--- src/rtl/mem_bist_if.sv ---
// Requester/responder bus between the BIST initiator and the memory it exercises.
interface mem_bist_if #(
  parameter int AW    = 5,
  parameter int WIDTH = 8
);
  logic             read;
  logic             write;
  logic [AW-1:0]    addr;
  logic [WIDTH-1:0] data_in;
  logic [WIDTH-1:0] data_out;

  modport master (output read, output write, output addr, output data_in, input data_out);
  modport slave  (input read, input write, input addr, input data_in, output data_out);
endinterface

--- src/rtl/mem_bist_initiator.sv ---
// March-style memory BIST: write P, read/compare P, write ~P, read/compare ~P,
// then report pass, saturating error count and first failing address.
module mem_bist_initiator #(
  parameter int               DEPTH = 32,
  parameter int               WIDTH = 8,
  parameter logic [WIDTH-1:0] SEED  = WIDTH'(8'hA5),
  parameter int               AW    = $clog2(DEPTH)
) (
  input  logic          clk,
  input  logic          rst,
  input  logic          start,
  output logic          busy,
  output logic          done,
  output logic          pass,
  output logic [7:0]    err_count,
  output logic [AW-1:0] first_fail_addr,
  mem_bist_if.master    mem
);

  typedef enum logic [2:0] {
    S_IDLE, S_W0, S_R0, S_D0, S_W1, S_R1, S_D1, S_FIN
  } state_t;

  state_t           state_q, state_d;
  logic             busy_q, busy_d, done_q, done_d, pass_q, pass_d;
  logic             read_q, read_d, write_q, write_d;
  logic [AW-1:0]    addr_q, addr_d;
  logic [WIDTH-1:0] data_in_q, data_in_d;
  logic [WIDTH-1:0] exp_q, exp_d;
  logic             cmp_vld_q, cmp_vld_d;
  logic [WIDTH-1:0] cmp_exp_q, cmp_exp_d;
  logic [AW-1:0]    cmp_addr_q, cmp_addr_d;
  logic [7:0]       err_count_q, err_count_d;
  logic [AW-1:0]    ffa_q, ffa_d;

  logic [AW-1:0]    nxt_addr_s;
  logic             last_s;
  logic             mismatch_s;

  // P(a) = zero-extended a XOR SEED, optionally inverted
  function automatic logic [WIDTH-1:0] pattern(input logic [AW-1:0] a, input logic inv);
    logic [AW+WIDTH-1:0] ext;
    ext = {{WIDTH{1'b0}}, a};
    return ext[WIDTH-1:0] ^ SEED ^ {WIDTH{inv}};
  endfunction

  assign nxt_addr_s = addr_q + AW'(1);
  assign last_s     = (addr_q == AW'(DEPTH - 1));
  assign mismatch_s = cmp_vld_q && (mem.data_out != cmp_exp_q);

  // Next-state, strobe and compare-pipeline logic
  always_comb begin
    state_d     = state_q;
    busy_d      = busy_q;
    done_d      = done_q;
    pass_d      = pass_q;
    read_d      = 1'b0;
    write_d     = 1'b0;
    addr_d      = addr_q;
    data_in_d   = {WIDTH{1'b0}};
    exp_d       = exp_q;
    cmp_vld_d   = read_q;
    cmp_exp_d   = exp_q;
    cmp_addr_d  = addr_q;
    err_count_d = err_count_q;
    ffa_d       = ffa_q;

    // Read data arrives one cycle after the read strobe is sampled by the memory
    if (mismatch_s) begin
      err_count_d = (err_count_q == 8'hFF) ? 8'hFF : err_count_q + 8'd1;
      ffa_d       = (err_count_q == 8'd0) ? cmp_addr_q : ffa_q;
    end else begin
      err_count_d = err_count_q;
    end

    case (state_q)
      S_IDLE: begin
        if (start) begin
          state_d     = S_W0;
          busy_d      = 1'b1;
          done_d      = 1'b0;
          pass_d      = 1'b0;
          err_count_d = 8'd0;
          ffa_d       = {AW{1'b0}};
          write_d     = 1'b1;
          addr_d      = {AW{1'b0}};
          data_in_d   = pattern({AW{1'b0}}, 1'b0);
        end else begin
          state_d = S_IDLE;
        end
      end
      S_W0, S_W1: begin
        if (last_s) begin
          state_d = (state_q == S_W0) ? S_R0 : S_R1;
          read_d  = 1'b1;
          addr_d  = {AW{1'b0}};
          exp_d   = pattern({AW{1'b0}}, state_q == S_W1);
        end else begin
          write_d   = 1'b1;
          addr_d    = nxt_addr_s;
          data_in_d = pattern(nxt_addr_s, state_q == S_W1);
        end
      end
      S_R0, S_R1: begin
        if (last_s) begin
          state_d = (state_q == S_R0) ? S_D0 : S_D1;
          addr_d  = {AW{1'b0}};
        end else begin
          read_d = 1'b1;
          addr_d = nxt_addr_s;
          exp_d  = pattern(nxt_addr_s, state_q == S_R1);
        end
      end
      S_D0: begin
        state_d   = S_W1;
        write_d   = 1'b1;
        addr_d    = {AW{1'b0}};
        data_in_d = pattern({AW{1'b0}}, 1'b1);
      end
      S_D1: begin
        state_d = S_FIN;
        busy_d  = 1'b0;
      end
      S_FIN: begin
        state_d = S_IDLE;
        done_d  = 1'b1;
        pass_d  = (err_count_q == 8'd0);
      end
      default: begin
        state_d = S_IDLE;
        busy_d  = 1'b0;
      end
    endcase
  end

  // State and output registers
  always_ff @(posedge clk or posedge rst) begin
    if (rst) begin
      state_q     <= S_IDLE;
      busy_q      <= 1'b0;
      done_q      <= 1'b0;
      pass_q      <= 1'b0;
      read_q      <= 1'b0;
      write_q     <= 1'b0;
      addr_q      <= {AW{1'b0}};
      data_in_q   <= {WIDTH{1'b0}};
      exp_q       <= {WIDTH{1'b0}};
      cmp_vld_q   <= 1'b0;
      cmp_exp_q   <= {WIDTH{1'b0}};
      cmp_addr_q  <= {AW{1'b0}};
      err_count_q <= 8'd0;
      ffa_q       <= {AW{1'b0}};
    end else begin
      state_q     <= state_d;
      busy_q      <= busy_d;
      done_q      <= done_d;
      pass_q      <= pass_d;
      read_q      <= read_d;
      write_q     <= write_d;
      addr_q      <= addr_d;
      data_in_q   <= data_in_d;
      exp_q       <= exp_d;
      cmp_vld_q   <= cmp_vld_d;
      cmp_exp_q   <= cmp_exp_d;
      cmp_addr_q  <= cmp_addr_d;
      err_count_q <= err_count_d;
      ffa_q       <= ffa_d;
    end
  end

  assign busy            = busy_q;
  assign done            = done_q;
  assign pass            = pass_q;
  assign err_count       = err_count_q;
  assign first_fail_addr = ffa_q;
  assign mem.read        = read_q;
  assign mem.write       = write_q;
  assign mem.addr        = addr_q;
  assign mem.data_in     = data_in_q;

endmodule

--- src/flat_wrapper.sv ---
// flat-port wrapper written by rule: the top's interface ports become plain ports
module mem_bist_initiator_flat 
#(
  parameter int               DEPTH = 32,
  parameter int               WIDTH = 8,
  parameter logic [WIDTH-1:0] SEED  = WIDTH'(8'hA5),
  parameter int               AW    = $clog2(DEPTH)
)
  (clk, rst, start, busy, done, pass, err_count, first_fail_addr, mem_read, mem_write, mem_addr, mem_data_in, mem_data_out);
  mem_bist_if #(.AW(AW), .WIDTH(WIDTH)) mem_i ();
  input  logic clk;
  input  logic rst;
  input  logic start;
  output logic busy;
  output logic done;
  output logic pass;
  output logic [7:0] err_count;
  output logic [AW-1:0] first_fail_addr;
  output wire logic [$bits(mem_i.read)-1:0] mem_read;
  output wire logic [$bits(mem_i.write)-1:0] mem_write;
  output wire logic [$bits(mem_i.addr)-1:0] mem_addr;
  output wire logic [$bits(mem_i.data_in)-1:0] mem_data_in;
  input wire logic [$bits(mem_i.data_out)-1:0] mem_data_out;
  assign mem_read = mem_i.read;
  assign mem_write = mem_i.write;
  assign mem_addr = mem_i.addr;
  assign mem_data_in = mem_i.data_in;
  assign mem_i.data_out = mem_data_out;
  mem_bist_initiator #(.DEPTH(DEPTH), .WIDTH(WIDTH), .SEED(SEED), .AW(AW)) u_core (.clk(clk), .rst(rst), .start(start), .busy(busy), .done(done), .pass(pass), .err_count(err_count), .first_fail_addr(first_fail_addr), .mem(mem_i));
endmodule
--- config.mk ---
export PLATFORM = sky130hd
export DESIGN_NAME = mem_bist_initiator_flat
export DESIGN_NICKNAME = d
export VERILOG_FILES = /design/src/rtl/mem_bist_if.sv /design/src/rtl/mem_bist_initiator.sv /design/src/flat_wrapper.sv
export SDC_FILE = /design/constraint.sdc
export NUM_CORES = 1
export LEC_CHECK = 0
export BUFFER_PORTS_ARGS = -buffer_cell sky130_fd_sc_hd__buf_4
export CAP_MARGIN = 20
export CORE_MARGIN = 4
export CORE_UTILIZATION = 30
export CTS_BUF_LIST = sky130_fd_sc_hd__clkbuf_8
export CTS_CLUSTER_SIZE = 12
export DETAILED_ROUTE_END_ITERATION = 10
export PLACE_DENSITY = 0.55
export SETUP_SLACK_MARGIN = 0.05
export SYNTH_ARGS = -nofsm -noshare
export SYNTH_HDL_FRONTEND = slang
export SYNTH_SLANG_ARGS = --single-unit
--- constraint.sdc ---
create_clock -name clk -period 1.9 [get_ports clk]
set_input_delay 0.38 -clock clk [delete_from_list [all_inputs] [get_ports clk]]
set_output_delay 0.38 -clock clk [all_outputs]
set_load 0.02 [all_outputs]
# Word-level counts from Yosys, hierarchy flattened
# Cells that the tools add are included.
word_totals:
  reg_bits: 56
  in_bits: 11
  out_inout_bits: 31
op_classes:
  n_addsub: 2
  n_eq_ne: 14
  n_mux: 33
  bitwise_logic: 4
  reduce_logical: 15
ops:
  columns: ["cell", "count"]
  rows:
  - ["two-way mux 8 bit", 8]
  - ["two-way mux 5 bit", 6]
  - ["case mux 8 bit (3 select lines)", 1]
  - ["case mux 3 bit (6 select lines)", 1]
  - ["case mux 8 bit (2 select lines)", 1]
  - ["bitwise XOR 8 bit", 2]
  - ["case mux 5 bit (3 select lines)", 1]
  - ["equality test 3 bit, second input constant", 4]
  - ["two-way mux 3 bit", 4]
  - ["adder 8 x 1 -> 8 bit, second input constant", 1]
  - ["equality test 8 bit, second input constant", 1]
  - ["zero test 8 bit", 1]
  - ["!= test 8 bit", 1]
  - ["case mux 1 bit (2 select lines)", 4]
  - ["AND reduction 2 bit", 4]
  - ["equality test 3 x 2 -> 1 bit, second input constant", 2]
  - ["two-way mux 1 bit", 6]
  - ["nonzero test 2 bit", 3]
  - ["adder 5 x 1 -> 5 bit, second input constant", 1]
  - ["equality test 5 bit, second input constant", 1]
  - ["!= test 2 x 1 -> 1 bit, second input constant", 2]
  - ["!= test 2 bit, second input constant", 2]
  - ["inverter 2 -> 4 bit", 1]
  - ["inverter 4 bit", 1]
  - ["other kinds (8)", 9]

# Longest topological paths before layout
depth:
  ltp_word: 5
  mapped_depth: 10

# Worst setup path after synthesis
# No wires, ideal clock.
synth_timing:
  path_kind: "reg-to-reg"
  from: "register u_core.addr_q[0], in the netlist u_core.mem.addr[0]"
  to: "register u_core.exp_q[1], in the netlist u_core.cmp_exp_d[1]"
  setup_ps: 118
  arrival_ps: 2036
  setup_slack_ps: -254
  stages_incl_launch_ff: 9
  period_less_slack_ps: 2154
  path_cell_list: "dfrtp_1 ha_1 and3_1 ha_1 buf_2 or2_2 a22oi_2 o32ai_1 a21o_1"
synth_between:
  elab_chain_cells: 4
synth_lines:
  columns: ["element", "line_no", "rtl"]
  rows:
  - ["from (decl)", "mem_bist_initiator.sv:27", "logic [AW-1:0] addr_q, addr_d;"]
  - ["from (signal assigned)", "mem_bist_initiator.sv:145", "addr_q <= {AW{1'b0}};"]
  - ["from (signal assigned)", "mem_bist_initiator.sv:160", "addr_q <= addr_d;"]
  - ["adder 5 x 1 -> 5 bit", "mem_bist_initiator.sv:47", "assign nxt_addr_s = addr_q + AW'(1);"]
  - ["bitwise XOR 8 bit", "mem_bist_initiator.sv:44", "return ext[WIDTH-1:0] ^ SEED ^ {WIDTH{inv}};"]
  - ["two-way mux 8 bit", "mem_bist_initiator.sv:105", "if (last_s) begin"]
  - ["case mux 8 bit (2 select lines)", "mem_bist_initiator.sv:76", "case (state_q)"]
  - ["to (signal assigned)", "mem_bist_initiator.sv:147", "exp_q <= {WIDTH{1'b0}};"]
  - ["to (signal assigned)", "mem_bist_initiator.sv:162", "exp_q <= exp_d;"]
  - ["to (decl)", "mem_bist_initiator.sv:29", "logic [WIDTH-1:0] exp_q, exp_d;"]
# Several ways; a longest one is shown, not always the timed one. The select of a mux whose other input is x is not followed.
# A chain may end at the register's enable or synchronous reset.

# Worst setup path in the final report
layout_timing:
  from: "register u_core.addr_q[1], in the netlist u_core.mem.addr[1]"
  to: "register u_core.exp_q[1], in the netlist u_core.cmp_exp_d[1]"
# Same word-level chain as after synthesis.

==> impl_results.md <==
- CTS Sinks: 53
- EDFF count, synth: 0
- CTS root buf: clkbuf_8
- Post-Layout Inst Area: 3290 sq um
- Clock latency on the worst-skew pair: 320 ps
- Sum Neg Setup Slack: 0 ps
- Pins Over Slew Limit: 0
- Worst r2r path cells: 7
- Worst EP arrival: 2040 ps
- Yosys cell types: 53
- Dpl cells: 418
- Placed cell area: 3200 sq um
- Top FF cell, synth: dfrtp_1
- Worst-margin pin slew: 492 ps
- RSZ-0062 raised after global routing: yes
- WP data required: 2110 ps
- Max Root-Sink Buffers: 2
- Initial antenna violation count: 0
- Setup Viol. Count Final: 0
- Initial Util: 0.312
- Vias in the first global route: 2,092
- Worst Path Max Fanout: 8
- First-pass GRT wire length: 10,100 um
- Die W: 101 um
- R2r endpoint: u_core.cmp_exp_d[1]$_DFFE_PP0P_
- Wirelength, routed: 6090 um
- MaxCap Viol Count: 0
- Crit path launch type: register
- Final Non-Filler Cells: 426
- Post-synthesis net count: 281
- Kind of critical path: reg2reg
- #FFs+latches synth: 53
- H-tree depth: 2
- Num CTS Buffers: 5
- Layout cell share with drive strength beyond 1: 0.290
- Pre-CTS setup slack: -21.2 ps
- Final WS setup: 67.6 ps
- Peak VDD IR: 697 uV
- GR Util All Layers: 0.124
- Static Leak: 1.50 nW
- Power per cell area: 1640 nW/um^2
- Tot Pwr: 5.40 mW
- GP Congestion: 0.809
- Post-synth ARST share: 1.00
- Min-delay worst type: in2async
- Pin count of the biggest net entering global routing: 54
- Cell count after synthesis: 266
- Clk slew on worst S/H paths: 110 ps
- GRT Residual Overflow: 0
- CTS tree: yes
- Residual DRC: 0
- Io pins: 42
- Final layout net count: 335
- R2r startpoint: u_core.mem.addr[1]$_DFFE_PP0P_
- Critical path endpoint category: register
- Post-layout min period: 1830 ps
- Rel. slew slack: 0.669
- Port Buffers: 41
- Vias post-DR: 2,125
- Final Cycle Share: 0.964
- CORE AREA: 8340 sq um
- Endpoints failing hold: 0
- Total Die Area: 10,200 sq um
- Detail Route Antenna Nets: 0
- Status: finished clean
- F_max: 0.546 GHz
- Die Y: 101 um
- Row count: 33
- DP HPWL: 4420 um
- Initial DRC count: 97
- Avg Vias per Cell: 4.99
- R2R Setup Slk: 70 ps
- Layout area overhead: 26.2%
- Post-Route Skew: 14.8 ps
- Sequential area share after synthesis: 0.509
- N_diodes: 0
- Avg WL per Cell: 14.3 um
- First-pass DRT Iterations: 4
- Syn_area_per_cell: 9.80 sq um
- Syn. warnings: 0
- Post-Syn Area: 2610 sq um
- Post-cts hold buffer count: 0
[cells by family (layout without fill, tap and decap cells)]
| kind of cell | Yosys count | count (layout) | synth area share |
|---|---|---|---|
| AO/OA/AOI/OAI | 83 | 83 | 0.214 |
| AND/OR/NAND/NOR | 79 | 79 | 0.153 |
| XOR/XNOR | 12 | 12 | 0.0403 |
| flip-flops | 53 | 53 | 0.509 |
| buffers and inverters | 33 | 88 | 0.0566 |
| multiplexers | 2 | 2 | 0.00816 |
| adder cells (fa/ha/maj) | 4 | 4 | 0.0192 |
[registers in the layout, indices dropped and copies added (netlist names)]
name and count:
u_core.err_count 8, u_core.cmp_exp_d 7, u_core.cmp_exp_q 7, u_core.mem.data_in 7, u_core.cmp_addr_q 5, u_core.first_fail_addr 5, u_core.mem.addr 5, u_core.state_q 3
u_core.busy 1, u_core.cmp_vld_q 1, u_core.done 1, u_core.mem.read 1, u_core.mem.write 1, u_core.pass 1
[worst max path at each step]
stage / from / to / slack, ps / depth (start not counted)
after detailed placement: mem_data_out[4] / u_core.err_count[3]$_DFF_PP0_ / -20 / 6
after global routing: u_core.mem.addr[1]$_DFFE_PP0P_ / u_core.cmp_exp_d[4]$_DFFE_PP0P_ / -20 / 7
after CTS: u_core.mem.addr[1]$_DFFE_PP0P_ / u_core.cmp_exp_d[1]$_DFFE_PP0P_ / 60 / 7
after floorplan: u_core.mem.addr[0]$_DFFE_PP0P_ / u_core.cmp_exp_d[1]$_DFFE_PP0P_ / -10 / 8
after global placement: mem_data_out[7] / u_core.err_count[3]$_DFF_PP0_ / 10 / 6
final: u_core.mem.addr[1]$_DFFE_PP0P_ / u_core.cmp_exp_d[1]$_DFFE_PP0P_ / 70 / 7
[where the power goes]
group / switching, mW / total [mW] / internal, mW
clock: 0.392 / 0.650 / 0.259
combinational: 1.54 / 2.81 / 1.27
sequential: 0.333 / 1.94 / 1.61
total: 2.26 / 5.40 / 3.14
[final cells by class]
type | count | area (sq um)
clock inverter | 3 | 17.5
multi-input combinational | 180 | 1170
inverter | 15 | 56.3
sequential | 53 | 1330
clock buffer | 5 | 68.8
fill | 845 | 5050
tap | 105 | 131
timing repair buffer | 65 | 513
[cells in the mapped netlist, drive strengths merged, types with 2 or more instances]
| cell | number | area (sq um) |
|---|---|---|
| o32ai | 2 | 17.5 |
| or2 | 2 | 12.5 |
| dfrtp | 53 | 1330 |
| a21o | 4 | 31.3 |
| a21oi | 19 | 95.1 |
| buf | 13 | 72.6 |
| nand2b | 2 | 12.5 |
| ha | 4 | 50.1 |
| nand3 | 8 | 45.0 |
| xor2 | 9 | 78.8 |
| a31oi | 4 | 25.0 |
| nor3 | 5 | 30.0 |
| a211oi | 4 | 30.0 |
| and2 | 3 | 18.8 |
| nor2 | 18 | 67.6 |
| o22ai | 7 | 43.8 |
| nand2 | 28 | 105 |
| a311oi | 4 | 35.0 |
| xnor2 | 3 | 26.3 |
| nor2b | 2 | 12.5 |
| o31ai | 5 | 37.5 |
| inv | 14 | 52.6 |
| clkbuf | 5 | 18.8 |
| a211o | 2 | 17.5 |
| a22oi | 2 | 20.0 |
| nor4 | 3 | 31.3 |
| o21ai | 15 | 75.1 |
| o22a | 2 | 17.5 |
| o211ai | 5 | 37.5 |
| and3 | 4 | 25.0 |
| or3 | 3 | 23.8 |
[through the flow]
stage / hold WS [ps] / utilization
global route: 125 / 0.394
detailed placement: 365 / 0.383
floorplan: 354 / -
finish: 101 / 0.394
global placement: 362 / 0.383
CTS: 112 / 0.394
[cells in the final DEF (no fill, tap or decap), types with 2 or more instances in the layout]
master,count
or3_1,2
a31oi_1,4
o22a_1,2
nand2_1,27
nor2b_1,2
o21ai_1,2
nand2b_1,2
a311oi_1,4
o22ai_1,7
ha_4,2
o21ai_0,13
nor3_1,4
o32ai_1,2
ha_1,2
clkbuf_8,5
a21o_1,3
nand3_1,7
buf_4,63
o31ai_1,5
and3_1,3
buf_12,2
nor4_2,2
inv_1,14
a21oi_1,18
dfrtp_1,51
a211oi_1,4
and2_1,3
dfrtp_2,2
a211o_1,2
xor2_1,9
xnor2_1,3
o211ai_1,5
nor2_1,17
[layer usage]
layer / vias up / global-route usage / part of all wire
met3: 8 / 0.0227 / 0.046
met1: 1022 / 0.175 / 0.49
met2: 39 / 0.193 / 0.45
li1: 1056 / - / -
met5: - / 0 / 0
met4: 0 / 0.0399 / 0.014
[repair_timing]
item | CTS | global route
resized for setup | 1 | 2
setup endpoints to repair | 2 | 12
setup buffers | 0 | 0
pin swaps | 0 | 2
gates cloned | 0 | 0
[critical path: stages, from the launching register on]
cell and delay (ps):
dfrtp_2 440, ha_4 160, and3_4 180, ha_4 190, or2_4 240, a22oi_2 230
o32ai_1 120, a21o_1 160
(Power assumes the default switching activity.)
